**config.mk**
```make
export PLATFORM = sky130hd
export DESIGN_NAME = sincos_sched
export DESIGN_NICKNAME = d
export VERILOG_FILES = /design/src/rtl/sincos_sched_pkg.sv /design/src/rtl/sincos_rr_arb.sv /design/src/rtl/sincos_sched.sv
export SDC_FILE = /design/constraint.sdc
export NUM_CORES = 1
export LEC_CHECK = 0
export CORE_AREA = 2 2 93 95
export CTS_BUF_LIST = sky130_fd_sc_hd__clkbuf_4 sky130_fd_sc_hd__clkbuf_8
export CTS_CLUSTER_DIAMETER = 60
export CTS_CLUSTER_SIZE = 30
export DETAILED_ROUTE_END_ITERATION = 8
export DIE_AREA = 0 0 95 97
export PLACE_DENSITY = 0.8
export SYNTH_ARGS = -nofsm -noshare
export SYNTH_HDL_FRONTEND = slang
export SYNTH_SLANG_ARGS = --single-unit
```
**constraint.sdc**
```tcl
create_clock -name clk -period 2.4 [get_ports clk]
set_clock_uncertainty 0.2 [all_clocks]
set_input_delay 0.48 -clock clk [delete_from_list [all_inputs] [get_ports clk]]
set_output_delay 0.48 -clock clk [all_outputs]
set_load 0.03 [all_outputs]
```
**src/rtl/sincos_sched_pkg.sv**
```systemverilog
// Shared types and defaults for the two-requester sine/cosine scheduler.
package sincos_sched_pkg;

    localparam int SU_LAT_DEF  = 2;
    localparam int ANGLE_W_DEF = 16;
    localparam int N_REQ       = 2;

    typedef enum logic [1:0] {
        IDLE = 2'd0,
        SIN  = 2'd1,
        COS  = 2'd2
    } state_e;

    // One entry per sine-unit operation travelling through the unit's latency.
    typedef struct packed {
        logic valid;
        logic id;
        logic func;
    } tag_t;

endpackage

```
**src/rtl/sincos_rr_arb.sv**
```systemverilog
// Two-way round-robin arbiter; the registered pointer remembers the last winner.
module sincos_rr_arb (
    input  logic       clk,
    input  logic       reset,
    input  logic [1:0] req_i,
    input  logic       accept_i,
    output logic [1:0] gnt_o
);

    logic last_q;
    logic last_d;

    always_comb begin
        gnt_o = 2'b00;
        case (req_i)
            2'b01:   gnt_o = 2'b01;
            2'b10:   gnt_o = 2'b10;
            2'b11:   gnt_o = last_q ? 2'b01 : 2'b10;
            default: gnt_o = 2'b00;
        endcase
    end

    always_comb begin
        last_d = last_q;
        if (accept_i) begin
            last_d = gnt_o[1];
        end
    end

    // Pointer starts at 1 so requester 0 wins the first contest.
    always_ff @(posedge clk) begin
        if (!reset) begin
            last_q <= 1'b1;
        end else begin
            last_q <= last_d;
        end
    end

endmodule

```
**src/rtl/sincos_sched.sv**
```systemverilog
// Shares one pipelined sine unit between two requesters, issuing sin then cos per request.
// Optional busy-cycle counter output enabled by defining SINCOS_SCHED_STATS_EN.
module sincos_sched
    import sincos_sched_pkg::*;
#(
    parameter int SU_LAT  = SU_LAT_DEF,
    parameter int ANGLE_W = ANGLE_W_DEF
) (
    input  logic                 clk,
    input  logic                 reset,
    input  logic [1:0]           req_valid,
    input  logic [2*ANGLE_W-1:0] req_angle,
    output logic [1:0]           req_ready,
    output logic [1:0]           res_valid,
    input  logic [1:0]           res_ready,
    output logic [2*ANGLE_W-1:0] res_sin,
    output logic [2*ANGLE_W-1:0] res_cos,
    output logic                 su_func,
    output logic [ANGLE_W-1:0]   su_x,
    input  logic [ANGLE_W-1:0]   su_value
`ifdef SINCOS_SCHED_STATS_EN
    ,
    output logic [15:0]          stat_busy_cnt
`endif
);

    state_e             state_q, state_d;
    logic [ANGLE_W-1:0] angle_q, angle_d;
    logic               id_q, id_d;
    tag_t               tag_q [SU_LAT];
    tag_t               tag_last;
    logic [N_REQ-1:0]   busy;
    logic [N_REQ-1:0]   eligible;
    logic [N_REQ-1:0]   gnt;
    logic               accept;

    assign eligible = req_valid & ~busy;
    assign accept   = |req_ready;
    assign tag_last = tag_q[SU_LAT-1];
    assign su_x     = angle_q;

    sincos_rr_arb u_arb (
        .clk      (clk),
        .reset    (reset),
        .req_i    (eligible),
        .accept_i (accept),
        .gnt_o    (gnt)
    );

    always_comb begin
        state_d   = state_q;
        angle_d   = angle_q;
        id_d      = id_q;
        req_ready = 2'b00;
        su_func   = 1'b0;
        case (state_q)
            IDLE: begin
                req_ready = gnt;
                if (|gnt) begin
                    state_d = SIN;
                end
            end
            SIN: begin
                state_d = COS;
            end
            COS: begin
                su_func   = 1'b1;
                req_ready = gnt;
                state_d   = (|gnt) ? SIN : IDLE;
            end
            default: begin
                state_d = IDLE;
            end
        endcase
        if (|req_ready) begin
            angle_d = req_ready[1] ? req_angle[2*ANGLE_W-1:ANGLE_W] : req_angle[ANGLE_W-1:0];
            id_d    = req_ready[1];
        end
    end

    always_ff @(posedge clk) begin
        if (!reset) begin
            state_q <= IDLE;
            angle_q <= '0;
            id_q    <= 1'b0;
        end else begin
            state_q <= state_d;
            angle_q <= angle_d;
            id_q    <= id_d;
        end
    end

    // Stage 0 records the operation whose operand the sine unit samples this edge.
    always_ff @(posedge clk) begin
        if (!reset) begin
            for (int s = 0; s < SU_LAT; s++) begin
                tag_q[s] <= '0;
            end
        end else begin
            tag_q[0] <= '{valid: (state_q != IDLE), id: id_q, func: (state_q == COS)};
            for (int s = 1; s < SU_LAT; s++) begin
                tag_q[s] <= tag_q[s-1];
            end
        end
    end

    for (genvar gi = 0; gi < N_REQ; gi++) begin : g_req
        logic [ANGLE_W-1:0] sin_q;
        logic [ANGLE_W-1:0] cos_q;
        logic               rv_q;
        logic               pipe_hit;
        logic               capture;
        logic               last_hold;

        assign capture = tag_last.valid && (tag_last.id == 1'(gi));

        // A cosine landing this edge with the pop already requested frees the slot in time
        // for a new sine capture, which keeps two alternating requesters gap-free.
        assign last_hold = capture && !(tag_last.func && res_ready[gi]);

        always_comb begin
            pipe_hit = 1'b0;
            for (int s = 0; s < SU_LAT - 1; s++) begin
                if (tag_q[s].valid && (tag_q[s].id == 1'(gi))) begin
                    pipe_hit = 1'b1;
                end
            end
        end

        assign busy[gi] = rv_q | pipe_hit | last_hold
                        | ((state_q != IDLE) && (id_q == 1'(gi)));

        always_ff @(posedge clk) begin
            if (!reset) begin
                sin_q <= '0;
                cos_q <= '0;
                rv_q  <= 1'b0;
            end else begin
                if (capture && !tag_last.func) begin
                    sin_q <= su_value;
                end
                if (capture && tag_last.func) begin
                    cos_q <= su_value;
                    rv_q  <= 1'b1;
                end else if (rv_q && res_ready[gi]) begin
                    rv_q <= 1'b0;
                end
            end
        end

        assign res_sin[gi*ANGLE_W +: ANGLE_W] = sin_q;
        assign res_cos[gi*ANGLE_W +: ANGLE_W] = cos_q;
        assign res_valid[gi]                  = rv_q;
    end

`ifdef SINCOS_SCHED_STATS_EN
    logic [15:0] busy_cnt_q, busy_cnt_d;

    always_comb begin
        busy_cnt_d = busy_cnt_q;
        if ((state_q != IDLE) && (busy_cnt_q != 16'hFFFF)) begin
            busy_cnt_d = busy_cnt_q + 16'd1;
        end
    end

    always_ff @(posedge clk) begin
        if (!reset) begin
            busy_cnt_q <= 16'd0;
        end else begin
            busy_cnt_q <= busy_cnt_d;
        end
    end

    assign stat_busy_cnt = busy_cnt_q;
`endif

endmodule

```
==> summary.md, run 1 <==
| Metric | Value |
|---|---|
| Max Cap Violations | `0` |
| Largest family of logic cells by synthesized area | `compound AO/OA/AOI/OAI gates` |
| Inserted Clock Buffers | `9` |
| Synth Area in Adders | `0` |
| Combinational fraction of design power | `0.184` |
| Final Hold Vio Count | `0` |
| Hpwl dp | `roughly 7000 µm` |
| Setup crit start kind | `flop` |
| Routed vias | `between 3,000 and 4,000` |
| Post-route cell area | `between 5000 and 6000 µm²` |
| CTS tree | `built` |
| I/O pins | `139` |
| Nets@finish | `595` |
| Layout cell share with drive strength beyond 1 | `0.0972` |
| Wire per inst | `between 10 and 15 µm` |
| Final GP Congestion | `~0.8` |
| Non-Filler Instances | `650` |
| CP max FO | `3` |
| Die Y | `97 µm` |
| Compound-cell area share of the yosys netlist | `0.215` |
| Gr ovfl total | `0` |
| Synth area leader | `dfxtp_1` |
| Flop pwr share | `0.499` |
| Simple-gate portion of the synthesized area | `0.184` |
| Post-route ant nets | `0` |
| Layout area overhead | `49.1%` |
| Max-slew violation count | `0` |
| Hold_sp | `tag_q[0][0]` |
| GR peak layer | `met2` |
| Post-Syn Area | `about 3600 µm²` |
| Crit path kind | `flop to output pin` |
| CTS HTree Levels | `3` |
| Routing usage on met2 | `0.362` |
| Critical Path RT | `roughly 1.7 ns` |
| Core area | `8130 µm²` |
| First-pass GRT wire length | `15,100 µm` |
| RR Endpoint | `su_x[11]` |
| CP max-delay cell | `a221o_1` |
| Post-synthesis sequential area ratio | `0.514` |
| Post-synth top area share | `0.514` |
| Origin of the critical flop-to-flop path | `tag_q[0][5]` |
| Worst min path class | `flop to flop` |
| Placed Area | `between 5000 and 6000 µm²` |
| Mapped Avg Cell Area | `between 8 and 9 µm²` |
| # clock sinks | `between 90 and 100` |
| WP data arrival | `~1.8 ns` |
| Synth Instances | `between 400 and 500` |
| Final worst-path cycle share | `1.02` |
| Clock buffer depth | `2` |
| Switching share of power | `0.261` |
| Core Util, Final | `0.657` |
| Delay-heaviest family, CP | `compound AO/OA/AOI/OAI gates` |
| Tot Pwr | `approximately 3.3 mW` |
| Min Tclk post-route | `roughly 2.4 ns` |
| Final setup fails | `2` |
| Met3 GRT Util | `0.0584` |
| Root Driver | `clkbuf_8` |
| Final worst setup slack | `-0.0457 ns` |
| Drt first-iter violations | `roughly 120` |
| Pin count of the biggest net entering global routing | `between 50 and 60` |
| Status | `finished, violations left` |
| Leak Pwr | `around 1.9 nW` |
| Fmax | `between 0.4 and 0.5 GHz` |
| Fillers | `slightly below 700` |
| Port Buffers | `between 100 and 150` |
| Worst-Margin Slew | `about 0.7 ns` |
| Worst Reg2Reg Path Length in Cells | `7` |
| DR DRC count | `0` |
| Drt pass-1 iters | `5` |
| Hold Path Cell Cnt | `1` |
| Routed WL | `just over 9000 µm` |
| Synth cell types | `27` |
| Worst setup EP type | `output pin` |
| Critical path cell sequence | `and2_4 -> a221o_1 -> a311oi_4 -> buf_6` |
| Internal power | `roughly 2.4 mW` |
| Die X | `roughly 95 µm` |
| Grt met1 use | `0.248` |
| Vias per cell | `between 4 and 5` |
| Bufs and invs on worst path | `1` |
| Hold EP | `tag_q[0][3]` |
| # diodes | `0` |
| Yosys reg bits | `92` |
| Die Area | `9220 µm²` |
| Synth Net Count | `between 400 and 500` |
| Failing checks | `negative setup slack` |
| Number of global-route vias before repair | `about 3,100` |
| Clk slew on worst S/H paths | `about 0.090 ns` |
| Pre-CTS setup slack | `-0.319 ns` |
| Sw Pwr | `between 800 and 900 µW` |
| Dpl cells | `around 630` |
| XOR/XNOR Fraction of Synth Area | `0` |
| Max_slew headroom | `0.535` |
| Starting Density | `0.441` |
| Worst-Skew Late Latency | `about 0.34 ns` |
| Rows | `33` |
| Clock share of power | `0.318` |
| Synth warn | `0` |
| RSZ-0062 raised after global routing | `true` |
| Pwr/cell area | `~610 nW/µm²` |
| R2r setup slk | `0.18 ns` |
| Main area contributors after synthesis | `dfxtp_1 (51%), nand2_1 (14%), a21boi_0 (13%)` |
| Worst VDD drop | `0.000345 V` |
| Max stage delay on crit path | `~0.38 ns` |
| GRT Total Usage | `0.207` |
| Multiplexer share of the synthesized area | `0.0447` |
| Antenna violations before repair | `0` |
layout by cell type (no fill, tap or decap), types with 2 or more instances in the layout:
master / count
o21a_1: 3
a21oi_2: 7
dfxtp_2: 4
clkdlybuf4s50_1: 130
nand2b_1: 6
buf_6: 2
a221o_1: 2
a21boi_0: 62
a21oi_1: 10
nand2_1: 133
buf_4: 13
a21boi_1: 3
and2_1: 8
o21ai_0: 16
nor2b_1: 5
dlygate4sd2_1: 4
dfxtp_1: 88
clkbuf_4: 2
clkbuf_8: 10
buf_12: 2
mux2i_1: 16
what timing repair did:
item | CTS | global route
setup buffers | 3 | 1
cloned | 0 | 0
hold buffers | 0 | 0
pin swaps | 6 | 4
setup endpoints to repair | 2 | 3
resized for setup | 11 | 8
sequential cells by signal, summed over array words and instances, names as in the netlist:
| name | count |
|---|---|
| tag_q | 6 |
| g_req.sin_q | 32 |
| g_req.cos_q | 32 |
| g_req.rv_q | 2 |
| su_x | 16 |
| id_q | 1 |
| state_q | 2 |
| u_arb.last_q | 1 |
layer usage:
metal / wire (µm) / part of all wire
met1: 3770 / 0.41
met2: 4560 / 0.49
met3: 869 / 0.094
met4: 76 / 0.0082
met5: 0 / 0
cells in the mapped netlist:
library cell	number
a21oi_1	10
a311oi_1	1
o21a_1	3
buf_4	4
buf_8	1
clkbuf_1	26
a21boi_0	62
a221o_1	2
inv_1	1
nand2_1	134
nor2b_1	6
and2_1	9
a21oi_2	7
nor2_1	2
a21o_1	1
buf_2	1
nand2b_1	6
and3_1	1
dfxtp_1	92
o32ai_2	1
or3_1	1
a211oi_1	1
o21ai_0	16
a21boi_1	3
or2_2	1
a221oi_1	1
mux2i_1	16
power by group through the flow:
| stage | combinational (mW) | sequential (mW) | clock (mW) |
|---|---|---|---|
| floorplan | 0.211 | 1.75 | 0 |
| global placement | 0.577 | 1.66 | 0 |
| detailed placement | 0.585 | 1.66 | 0 |
| CTS | 0.594 | 1.63 | 1.07 |
| global route | 0.643 | 1.64 | 1.13 |
| finish | 0.600 | 1.63 | 1.04 |
final cells by class:
class,count,area (µm²),area share
Tap cell,105,131,0.0246
Inverter,1,3.75,0.000702
Clock buffer,12,153,0.0286
Clock inverter,3,46.3,0.00866
Multi-Input combinational cell,284,1650,0.309
Sequential cell,92,1850,0.346
Timing Repair Buffer,153,1510,0.283
logic make-up after synthesis:
kind of cell | count (synthesis)
AND/OR/NAND/NOR | 160
AO/OA/AOI/OAI | 108
flip-flops | 92
buffers and inverters | 33
multiplexers | 16
through the flow:
stage                     TNS [ns]  hold WS, ns
after floorplan                  0        0.212
after global placement       -3.98        0.214
after detailed placement     -4.83        0.226
after CTS                   -0.130        0.233
after global routing        -0.191        0.259
final                      -0.0863        0.225
how the worst max path moves through the flow:
stage	from	endpoint	slack, ns	depth (start not counted)
after floorplan	res_ready[0]	req_ready[0]	0.05	4
after global placement	res_ready[1]	req_ready[1]	-0.29	5
after detailed placement	res_ready[1]	req_ready[1]	-0.32	5
after CTS	tag_q[0][5]	req_ready[1]	-0.09	4
after global routing	tag_q[0][5]	req_ready[1]	-0.10	4
final	tag_q[0][5]	req_ready[1]	-0.05	4
(Power assumes the default switching activity.)
==> inputs of run 2 (changes only) <==
CORE_AREA = 2 2 92 94   (was 2 2 93 95)
DIE_AREA = 0 0 94 96   (was 0 0 95 97)
SYNTH_HIERARCHICAL = 1   (was default)
==> summary.md, run 2 <==
| Metric | Value |
|---|---|
| Hold_sp | `tag_q[0][0]` |
| CP max FO | `4` |
| R2r setup slk | `approximately 0.16 ns` |
| Cell with the most instances after synthesis | `dfxtp_1` |
| Die Y | `between 90 and 100 µm` |
| Fmax | `about 0.41 GHz` |
| Max_slew headroom | `0.598` |
| Post-route ant nets | `0` |
| # clock sinks | `approximately 90` |
| Commonest non-fill, non-tap cell in the layout | `clkdlybuf4s50_1` |
| Post-synthesis sequential area ratio | `0.536` |
| Layout area overhead | `51.3%` |
| Final Hold Vio Count | `0` |
| Routed WL | `about 9000 µm` |
| Antenna violations before repair | `0` |
| Port Buffers | `approximately 140` |
| I/O pins | `139` |
| Clock buffer depth | `2` |
| Final GP Congestion | `~0.8` |
| Max-slew violation count | `0` |
| Post-synth ARST share | `0` |
| Number of global-route vias before repair | `between 3,000 and 4,000` |
| Vias per cell | `about 5.2` |
| Synth warn | `6` |
| Root Driver | `clkbuf_8` |
| Drt pass-1 iters | `4` |
| Final worst-path cycle share | `1.00` |
| Pwr/cell area | `678 nW/µm²` |
| Dpl cells | `591` |
| Post-synth top cells | `dfxtp_1 (92), o21ai_0 (65), nand3_1 (61)` |
| Drt first-iter violations | `97` |
| Synth cell types | `33` |
| Status | `finished, violations left` |
| Main flop type after synthesis | `dfxtp_1` |
| Max Cap Violations | `0` |
| Post-synth top area share | `0.536` |
| Die X | `94 µm` |
| Nets@finish | `554` |
| Worst-Skew Late Latency | `about 0.34 ns` |
| Synth area leader | `dfxtp_1` |
| WP data arrival | `approximately 1.7 ns` |
| Clk slew on worst S/H paths | `about 0.080 ns` |
| Non-Filler Instances | `610` |
| RSZ-0062 raised after global routing | `true` |
| Worst VDD drop | `0.000441 V` |
| Pin count of the biggest net entering global routing | `39` |
| Inserted Clock Buffers | `9` |
| DR DRC count | `0` |
| Worst Reg2Reg Path Length in Cells | `9` |
| Origin of the critical flop-to-flop path | `state_q[1]` |
| GRT Total Usage | `0.207` |
| Number of flops mapped to enable cells by yosys | `0` |
| Worst min path class | `flop to flop` |
| Worst-Margin Slew | `0.603 ns` |
| Setup crit start kind | `flop` |
| Synth Instances | `between 300 and 400` |
| Starting Density | `0.427` |
| Failing checks | `negative setup slack` |
| Layout cell share with drive strength beyond 1 | `0.145` |
| Core area | `about 8100 µm²` |
| Hpwl dp | `~6600 µm` |
| Leak Pwr | `1.90 nW` |
| Post-Syn Area | `between 3000 and 4000 µm²` |
| Mapped Avg Cell Area | `9.52 µm²` |
| Die Area | `around 9000 µm²` |
| Rows | `33` |
| Pre-CTS setup slack | `-0.434 ns` |
| First-pass GRT wire length | `around 15,000 µm` |
| Most frequent cells in the layout | `clkdlybuf4s50_1 (130), dfxtp_1 (91), o21ai_0 (64), nand3_1 (61), buf_4 (23)` |
| Worst setup EP type | `output pin` |
| CTS HTree Levels | `3` |
| Final setup fails | `1` |
| Synth Net Count | `slightly above 400` |
| Routed vias | `3,164` |
| Gr ovfl total | `0` |
| Wire per inst | `between 10 and 15 µm` |
| Hold Path Cell Cnt | `1` |
| Min Tclk post-route | `between 2 and 2.5 ns` |
| CTS tree | `built` |
| Hold EP | `tag_q[0][3]` |
| # diodes | `0` |
| Yosys reg bits | `between 90 and 100` |
| Critical Path RT | `about 1.7 ns` |
| Main area contributors after synthesis | `dfxtp_1 (54%), o21ai_0 (9.5%), nand3_1 (8.9%)` |
| RR Endpoint | `su_x[5]` |
| Final worst setup slack | `-0.00980 ns` |
| Crit path kind | `flop to output pin` |
[run 2: per-layer routing]
layer  GRT usage  share of wire  vias up
li1            -              -     1550
met1       0.269           0.44     1448
met2       0.335           0.45      156
met3      0.0532          0.097       10
met4      0.0761          0.011        0
met5           0              0        -
[run 2: critical path: stages (launching register included)]
cell	delay [ns]
dfxtp_1	0.34
o21ai_1	0.15
nand4b_1	0.16
a31oi_4	0.21
a21boi_4	0.21
nor2b_4	0.18
buf_6	0.14
[run 2: cell type report]
| type | instances | area, µm² |
|---|---|---|
| Fill cell | 671 | 2850 |
| Sequential cell | 92 | 1840 |
| Timing Repair Buffer | 161 | 1560 |
| Multi-Input combinational cell | 232 | 1450 |
| Clock buffer | 10 | 131 |
| Tap cell | 105 | 131 |
| Clock inverter | 6 | 70.1 |
| Inverter | 4 | 15.0 |
[run 2: worst max path at each step]
stage | from | to | slack (ns) | depth (start not counted)
global route | tag_q[0][5] | req_ready[1] | -0.08 | 7
CTS | tag_q[0][5] | req_ready[1] | -0.003 | 7
floorplan | state_q[0] | req_ready[0] | 0.04 | 6
detailed placement | res_ready[1] | su_x[5] | -0.43 | 8
finish | state_q[1] | req_ready[1] | -0.01 | 6
global placement | req_valid[0] | su_x[12] | -0.26 | 8
[run 2: kinds of logic (layout without fill, tap and decap cells)]
| logic type | after synthesis | count (layout) | share of synthesized area |
|---|---|---|---|
| and+or+nand+nor | 111 | 111 | 0.170 |
| AOI/OAI and AO/OA | 106 | 106 | 0.190 |
| DFF | 92 | 92 | 0.536 |
| buffers and inverters | 37 | 181 | 0.0608 |
| muxes | 15 | 15 | 0.0437 |
[run 2: metrics by stage]
stage               area, µm²  power (mW)  setup TNS [ns]   util  hold WS, ns
floorplan                3440        2.12               0      -        0.212
global placement         4920        2.45           -4.33  0.611        0.217
detailed placement       4920        2.47           -7.09  0.611        0.221
CTS                      5180        3.54        -0.00332  0.644        0.242
global route             5200        3.69          -0.140  0.646        0.256
finish                   5200        3.53        -0.00980  0.646        0.235
[run 2: what timing repair did]
| item | CTS | global route |
|---|---|---|
| resized for setup | 20 | 1 |
| endpoints found under the setup margin | 18 | 2 |
| hold buffers | 0 | 0 |
| pin swaps | 5 | 0 |
| buffers inserted | 1 | 2 |
[run 2: power by group]
part	internal [mW]	total [mW]	leakage, nW	switching [mW]
sequential	1.61	1.67	0.746	0.0572
clock	0.500	1.04	0.0929	0.541
combinational	0.373	0.815	1.06	0.443
total	2.49	3.53	1.90	1.04
